$ cat src/rtl/watch_ctrl_pkg.sv
// rtl/watch_ctrl_pkg.sv - shared state encoding and default timing constants for the watch control FSM
package watch_ctrl_pkg;

    typedef enum logic [2:0] {
        SW_STOP  = 3'd0,
        SW_RUN   = 3'd1,
        SW_CLEAR = 3'd2,
        W_VIEW   = 3'd3,
        W_EDIT   = 3'd4
    } state_t;

    localparam int DEF_N_FIELDS      = 4;
    localparam int DEF_HOLD_CYCLES   = 50_000_000;
    localparam int DEF_REPEAT_CYCLES = 10_000_000;
    localparam int DEF_BLINK_CYCLES  = 25_000_000;
    localparam int DEF_EDIT_TIMEOUT  = 500_000_000;

    function automatic logic is_sw_state(input state_t s);
        return (s == SW_STOP) || (s == SW_RUN) || (s == SW_CLEAR);
    endfunction

endpackage

$ cat src/rtl/btn_hold_repeat.sv
// rtl/btn_hold_repeat.sv - auto-repeat pulse generator for a held, already-synchronised button level
module btn_hold_repeat #(
    parameter int HOLD_CYCLES   = 50_000_000,
    parameter int REPEAT_CYCLES = 10_000_000
) (
    input  logic clk,
    input  logic reset,
    input  logic i_btn,
    input  logic i_en,
    output logic o_pulse
);

    localparam int CW = $clog2(HOLD_CYCLES) + 1;
    localparam logic [CW-1:0] HOLD_C  = CW'(HOLD_CYCLES);
    localparam logic [CW-1:0] REP_C   = CW'(REPEAT_CYCLES);
    localparam logic [CW-1:0] CNT_MAX = '1;

    logic [CW-1:0] cnt;
    logic          repeating;
    logic          active;

    // cnt holds the number of cycles the level has been seen high since the
    // last pulse (or since the press), so the compare fires on the target cycle
    assign active  = i_en & i_btn;
    assign o_pulse = active & (cnt == (repeating ? REP_C : HOLD_C));

    always_ff @(posedge clk or posedge reset) begin
        if (reset) begin
            cnt       <= '0;
            repeating <= 1'b0;
        end else if (!active) begin
            cnt       <= '0;
            repeating <= 1'b0;
        end else if (o_pulse) begin
            cnt       <= CW'(1);
            repeating <= 1'b1;
        end else if (cnt != CNT_MAX) begin
            cnt <= cnt + CW'(1);
        end
    end

endmodule

$ cat src/rtl/watch_ctrl_fsm.sv
// rtl/watch_ctrl_fsm.sv - watch/stopwatch control FSM with time-edit mode, registered outputs
module watch_ctrl_fsm
    import watch_ctrl_pkg::*;
#(
    parameter int N_FIELDS      = DEF_N_FIELDS,
    parameter int HOLD_CYCLES   = DEF_HOLD_CYCLES,
    parameter int REPEAT_CYCLES = DEF_REPEAT_CYCLES,
    parameter int BLINK_CYCLES  = DEF_BLINK_CYCLES,
    parameter int EDIT_TIMEOUT  = DEF_EDIT_TIMEOUT,
    localparam int FW           = (N_FIELDS > 1) ? $clog2(N_FIELDS) : 1
) (
    input  logic          clk,
    input  logic          reset,
    input  logic          i_stopwatch,
    input  logic          i_down,
    input  logic          i_btn_run,
    input  logic          i_btn_clear,
    input  logic          i_btn_edit,
    input  logic          i_btn_up,
    input  logic          i_btn_down,
    output logic          o_stopwatch,
    output logic          o_run_stop,
    output logic          o_clear,
    output logic          o_down,
    output logic          o_lap_hold,
    output logic          o_edit_active,
    output logic [FW-1:0] o_edit_field,
    output logic          o_inc,
    output logic          o_dec,
    output logic          o_blink
);

    localparam int BW = $clog2(BLINK_CYCLES) + 1;
    localparam int TW = $clog2(EDIT_TIMEOUT) + 1;
    localparam logic [FW-1:0] TOP_FIELD  = FW'(N_FIELDS - 1);
    localparam logic [BW-1:0] BLINK_LAST = BW'(BLINK_CYCLES - 1);
    localparam logic [TW-1:0] TO_LAST    = TW'(EDIT_TIMEOUT - 1);
    localparam logic [TW-1:0] TO_MAX     = '1;

    state_t        state;
    logic          sw_running;
    logic [BW-1:0] blink_cnt;
    logic [TW-1:0] to_cnt;

    logic sw_r, down_r;
    logic run_r, clr_r, edit_r, up_r, dn_r;
    logic run_q, clr_q, edit_q, up_q, dn_q;

    // Inputs are registered once before edge detection; this stage is what
    // gives the one-extra-edge latency from a level to its output effect.
    always_ff @(posedge clk or posedge reset) begin
        if (reset) begin
            sw_r   <= 1'b0;
            down_r <= 1'b0;
            run_r  <= 1'b0;
            clr_r  <= 1'b0;
            edit_r <= 1'b0;
            up_r   <= 1'b0;
            dn_r   <= 1'b0;
            run_q  <= 1'b0;
            clr_q  <= 1'b0;
            edit_q <= 1'b0;
            up_q   <= 1'b0;
            dn_q   <= 1'b0;
        end else begin
            sw_r   <= i_stopwatch;
            down_r <= i_down;
            run_r  <= i_btn_run;
            clr_r  <= i_btn_clear;
            edit_r <= i_btn_edit;
            up_r   <= i_btn_up;
            dn_r   <= i_btn_down;
            run_q  <= run_r;
            clr_q  <= clr_r;
            edit_q <= edit_r;
            up_q   <= up_r;
            dn_q   <= dn_r;
        end
    end

    logic run_rise, clr_rise, edit_rise, up_rise, dn_rise;
    logic up_rep, dn_rep, edit_en;
    logic fire_inc, fire_dec, activity;

    assign run_rise  = run_r & ~run_q;
    assign clr_rise  = clr_r & ~clr_q;
    assign edit_rise = edit_r & ~edit_q;
    assign up_rise   = up_r & ~up_q;
    assign dn_rise   = dn_r & ~dn_q;
    assign edit_en   = (state == W_EDIT);

    btn_hold_repeat #(
        .HOLD_CYCLES   (HOLD_CYCLES),
        .REPEAT_CYCLES (REPEAT_CYCLES)
    ) u_up_repeat (
        .clk     (clk),
        .reset   (reset),
        .i_btn   (up_r),
        .i_en    (edit_en),
        .o_pulse (up_rep)
    );

    btn_hold_repeat #(
        .HOLD_CYCLES   (HOLD_CYCLES),
        .REPEAT_CYCLES (REPEAT_CYCLES)
    ) u_dn_repeat (
        .clk     (clk),
        .reset   (reset),
        .i_btn   (dn_r),
        .i_en    (edit_en),
        .o_pulse (dn_rep)
    );

    // Edit beats up beats down; a simultaneous up+down press cancels both.
    assign fire_inc = ~edit_rise & ~(up_rise & dn_rise) & (up_rise | up_rep);
    assign fire_dec = ~edit_rise & ~(up_rise & dn_rise) & ~(up_rise | up_rep) & (dn_rise | dn_rep);
    assign activity = run_rise | clr_rise | edit_rise | up_rise | dn_rise | up_rep | dn_rep;

    always_ff @(posedge clk or posedge reset) begin
        if (reset) begin
            state         <= W_VIEW;
            sw_running    <= 1'b0;
            o_stopwatch   <= 1'b0;
            o_run_stop    <= 1'b0;
            o_clear       <= 1'b0;
            o_down        <= 1'b0;
            o_lap_hold    <= 1'b0;
            o_edit_active <= 1'b0;
            o_edit_field  <= TOP_FIELD;
            o_inc         <= 1'b0;
            o_dec         <= 1'b0;
            o_blink       <= 1'b1;
            blink_cnt     <= '0;
            to_cnt        <= '0;
        end else begin
            o_clear <= 1'b0;
            o_inc   <= 1'b0;
            o_dec   <= 1'b0;
            if (state == SW_STOP) begin
                o_down <= down_r;
            end

            if (is_sw_state(state) && !sw_r) begin
                state       <= W_VIEW;
                o_stopwatch <= 1'b0;
            end else if (!is_sw_state(state) && sw_r) begin
                // Also aborts a pending edit without touching the counters.
                state         <= sw_running ? SW_RUN : SW_STOP;
                o_stopwatch   <= 1'b1;
                o_edit_active <= 1'b0;
                o_edit_field  <= TOP_FIELD;
                o_blink       <= 1'b1;
            end else begin
                case (state)
                    SW_STOP: begin
                        if (run_rise) begin
                            state      <= SW_RUN;
                            sw_running <= 1'b1;
                            o_run_stop <= 1'b1;
                        end else if (clr_rise) begin
                            if (o_lap_hold) begin
                                o_lap_hold <= 1'b0;
                            end else begin
                                state   <= SW_CLEAR;
                                o_clear <= 1'b1;
                            end
                        end
                    end
                    SW_RUN: begin
                        if (run_rise) begin
                            state      <= SW_STOP;
                            sw_running <= 1'b0;
                            o_run_stop <= 1'b0;
                        end else if (clr_rise) begin
                            o_lap_hold <= ~o_lap_hold;
                        end
                    end
                    SW_CLEAR: begin
                        state <= SW_STOP;
                    end
                    W_VIEW: begin
                        if (edit_rise) begin
                            state         <= W_EDIT;
                            o_edit_active <= 1'b1;
                            o_edit_field  <= TOP_FIELD;
                            o_blink       <= 1'b1;
                            blink_cnt     <= '0;
                            to_cnt        <= '0;
                        end
                    end
                    W_EDIT: begin
                        o_inc <= fire_inc;
                        o_dec <= fire_dec;
                        if (fire_inc || fire_dec) begin
                            o_blink   <= 1'b1;
                            blink_cnt <= '0;
                        end else if (blink_cnt == BLINK_LAST) begin
                            o_blink   <= ~o_blink;
                            blink_cnt <= '0;
                        end else begin
                            blink_cnt <= blink_cnt + BW'(1);
                        end

                        if (activity) begin
                            to_cnt <= '0;
                        end else if (to_cnt != TO_MAX) begin
                            to_cnt <= to_cnt + TW'(1);
                        end

                        // Exit assignments come last so they override the blink update.
                        if ((edit_rise && o_edit_field == '0) || (!activity && to_cnt == TO_LAST)) begin
                            state         <= W_VIEW;
                            o_edit_active <= 1'b0;
                            o_edit_field  <= TOP_FIELD;
                            o_blink       <= 1'b1;
                        end else if (edit_rise) begin
                            o_edit_field <= o_edit_field - FW'(1);
                        end
                    end
                    default: begin
                        state <= W_VIEW;
                    end
                endcase
            end
        end
    end

endmodule

$ cat config.mk
export PLATFORM = sky130hd
export DESIGN_NAME = watch_ctrl_fsm
export DESIGN_NICKNAME = d
export VERILOG_FILES = /design/src/rtl/watch_ctrl_pkg.sv /design/src/rtl/btn_hold_repeat.sv /design/src/rtl/watch_ctrl_fsm.sv
export SDC_FILE = /design/constraint.sdc
export NUM_CORES = 1
export LEC_CHECK = 0
export CORE_ASPECT_RATIO = 1.2
export CORE_MARGIN = 1.5
export CORE_UTILIZATION = 40
export DETAILED_ROUTE_END_ITERATION = 8
export PLACE_DENSITY = 0.62
export SYNTH_ARGS = -nofsm -noshare
export SYNTH_HDL_FRONTEND = slang
export SYNTH_SLANG_ARGS = --single-unit
$ cat constraint.sdc
create_clock -name clk -period 13.04 [get_ports clk]
set_input_delay 1.304 -clock clk [delete_from_list [all_inputs] [get_ports clk]]
set_output_delay 1.304 -clock clk [all_outputs]
set_load 0.03 [all_outputs]
==> results by group <==
Global route
  – GRT Residual Overflow: 0
  – Initial antenna violation count: 0
  – First-pass GRT wire length: 30900 um
  – Top Usage Layer GRT: met2
  – GRT Total Usage: 19.3%
  – Number of global-route vias before repair: 6120
  – GRT met1 Usage: a little over a quarter
  – Met3 Use GR: 3.44%
  – Met2 Track Usage GR: 30.7%
  – Pin count of the biggest net entering global routing: 76

Layout
  – Layout Nets: 855
  – # diodes: 0
  – Layout fillers: 1826
  – Share of layout cells above drive strength 1: 8.12%
  – Layout area overhead: 12.5%
  – Multi-input gate area: 3990 um2
  – Core Util, Final: a little under half
  – Sequential cell area: 3460 um2

Synth
  – Top post-synthesis cells by count: dfrtp_1, nor2_1, nand2_1, nand3_1, clkbuf_1
  – Xor/xnor cell area share of the yosys netlist: under 10%
  – Synth warnings: 0
  – Mean post-synth cell area: 9.22 um2
  – Most frequent cell after synthesis: dfrtp_1
  – Asr flop ratio synth: 100%
  – Mapped Area: just under 8000 um2
  – Syn nets: 858
  – Post-synthesis mux area share: 1.87%
  – Mapped Cells: 840
  – Sequential area share after synthesis: 44.7%
  – Number of synthesized flops with an enable pin: 0
  – Seq cells post-synth: 138
  – Synth unique cells: 68
  – Post-synth top area cell: dfrtp_1
  – Post-synthesis simple-gate area fraction: between 30 and 40%
  – Synth area leaders: dfrtp_1, nor2_1, xnor2_1
  – Post-synthesis adder-cell area fraction: 1.45%
  – Ys flop type: dfrtp_1
  – Compound-Gate Fraction of Synth Area: 12.2%
  – Largest family of logic cells by synthesized area: simple AND/OR/NAND/NOR gates
  – Area share of the largest cell type after synthesis: roughly 43%

Timing
  – Slew Viols, Final: 0
  – Worst hold slack: just under 400 ps
  – Worst-Margin Slew: 1160 ps
  – Tcrit/Tclk final: 25.6%
  – Setup ws final: 9710 ps
  – Clock Skews: around 6.5 ps
  – Min cycle time layout: about 3300 ps
  – Setup repair after global routing missed its margin: no
  – Post-Route Setup TNS: 0 ps
  – Final setup fails: 0
  – Highest Clock Rate: ~300 MHz
  – Final Hold Viols: 0
  – Rel. slew slack: a little over a fifth

Routing
  – Post-DRT Antenna Nets: 0
  – Vias per Instance: 5.79
  – Via Count: between 6k and 7k
  – Initial DRC Count: 365
  – DR pass1 iterations: 5
  – DRT Wirelength: 17900 um
  – Routed WL per cell: 16.1 um
  – DRC Markers: 0

Setup path
  – Reg-to-reg startpoint: u_up_repeat.cnt[3]
  – R2r endpoint: u_up_repeat.cnt[17]
  – Crit-path slowest cell: o211ai_1
  – CP Cell Sequence: and4_1, nor4b_1, nand3_1, o211ai_1, nor3_1, o21ba_2
  – CP peak stage delay: 850 ps
  – Crit path kind: flip-flop to flip-flop
  – Worst EP required: 13360 ps
  – WP data arrival: 3650 ps
  – Crit end category: flip-flop
  – R2R Setup Slk: 9710 ps
  – Worst-case reg-to-reg path depth: 6
  – Largest fanout on the critical path: 17
  – CP startpoint kind: flip-flop

Pwr
  – Internal: roughly 0.77 mW
  – Worst VDD drop: 0.0980 mV
  – Cell area power density: 126 nW/um2
  – Clk pwr share: 43.0%
  – Switching power: 0.327 mW
  – Lkg Pwr: 3.24 nW
  – Logic pwr share: approximately 15%
  – Switching fraction of total power: 29.7%
  – Fraction of power consumed by sequential logic: 42.4%

CTS
  – Postcts setup bufs: 0
  – Clock sink count: between 100 and 150
  – # hold bufs at CTS: 0
  – Worst-Skew Late Latency: roughly 430 ps
  – Post-CTS sizing: 0
  – TritonCTS clock tree: built
  – Reg clk slew, reported paths: 60 ps
  – Clock Tree Buf Depth: 2
  – TritonCTS Buffers: 17
  – H-tree level count: 4
  – Clk Tree Root Cell: clkbuf_16

Hold path
  – Hold Path End: edit_q
  – Min-delay worst type: flip-flop to flip-flop
  – Hold wc startpoint: edit_r
  – WHS Path Cells: 0

Floorplanning
  – Placeable Area: 18900 um2
  – Die area: about 20000 um2
  – Initial Utilization: 40.9%
  – Core Rows: 55
  – Die width: 130 um
  – Die span in y: about 160 um
  – IO Pins: 20

Placement
  – Placer Congestion: 0.841
  – Dpl hpwl: 11900 um
  – # port buffers: 19
  – Place WS: 9760 ps

Flow run
  – Maxcap violations: 0

Run status
  – Status: completed
[layout by cell type, fill, tap and decap left out, types with 17 or more instances in the layout]
master             n
nand3_1           48
a21oi_1           34
nor4_1            24
nor2_1            93
xnor2_1           38
o21ai_0           17
or3_1             19
nand4_1           38
nor3_1            23
clkdlybuf4s50_1   19
inv_1             28
dfrtp_1          133
nand2_1           59
clkbuf_16         17
[cell families after synthesis]
kind of cell / count (synthesis)
AO/OA/AOI/OAI: 133
XOR/XNOR: 50
adder cells (fa/ha/maj): 9
buffers and inverters: 77
flip-flops: 138
multiplexers: 14
AND/OR/NAND/NOR: 419
[power groups by stage]
stage / clock network, mW / logic (mW) / registers, mW
4_1_cts: 0.485 / 0.162 / 0.466
6_report: 0.472 / 0.161 / 0.466
2_1_floorplan: 0 / 0.100 / 0.481
3_5_place_dp: 0 / 0.161 / 0.474
5_1_grt: 0.503 / 0.178 / 0.469
3_3_place_gp: 0 / 0.161 / 0.474
[layout make-up]
type                            count  area share (%)
Multi-Input combinational cell    625            45.9
Sequential cell                   138            39.7
Clock buffer                       18            5.04
Tap cell                          256            3.68
Timing Repair Buffer               26            2.79
Clock inverter                     14            1.61
Inverter                           29            1.31
[per-layer routing]
metal  vias to the layer above  share of wire [%]
met5                         -                  0
met4                         0                1.6
met3                        21                3.0
met2                       109                 49
met1                      3138                 47
li1                       3139                  -
[worst max-delay path: cells and delay by family (launching register included)]
kind / cells / cell delay, ps
flops: 1 / 430
compound gates: 2 / 1070
simple gates: 4 / 1730
[worst max-delay path by stage]
| stage | from | end | slack (ps) |
|---|---|---|---|
| global route | u_up_repeat.cnt[3] | u_up_repeat.cnt[23] | 9300 |
| floorplan | reset | blink_cnt[0] | 8050 |
| finish | u_up_repeat.cnt[3] | u_up_repeat.cnt[17] | 9710 |
| CTS | u_up_repeat.cnt[4] | u_up_repeat.cnt[23] | 9730 |
| detailed placement | u_up_repeat.cnt[3] | u_up_repeat.cnt[23] | 9760 |
| global placement | reset | to_cnt[16] | 9810 |
[stage by stage]
stage                     total power [mW]  instance area, um2  cells
after floorplan                      0.581                7740    840
after global placement               0.636                8130   1074
after detailed placement             0.635                8130   1074
after CTS                             1.11                8710   1106
after global routing                  1.15                8710   1106
final                                 1.10                8710   1106
[sequential cells by signal (all words and copies together), names as in the netlist, 2 cells and up]
name	cells
state	3
u_dn_repeat.cnt	27
to_cnt	30
blink_cnt	26
o_edit_field	2
u_up_repeat.cnt	27
(Power assumes the default switching activity.)
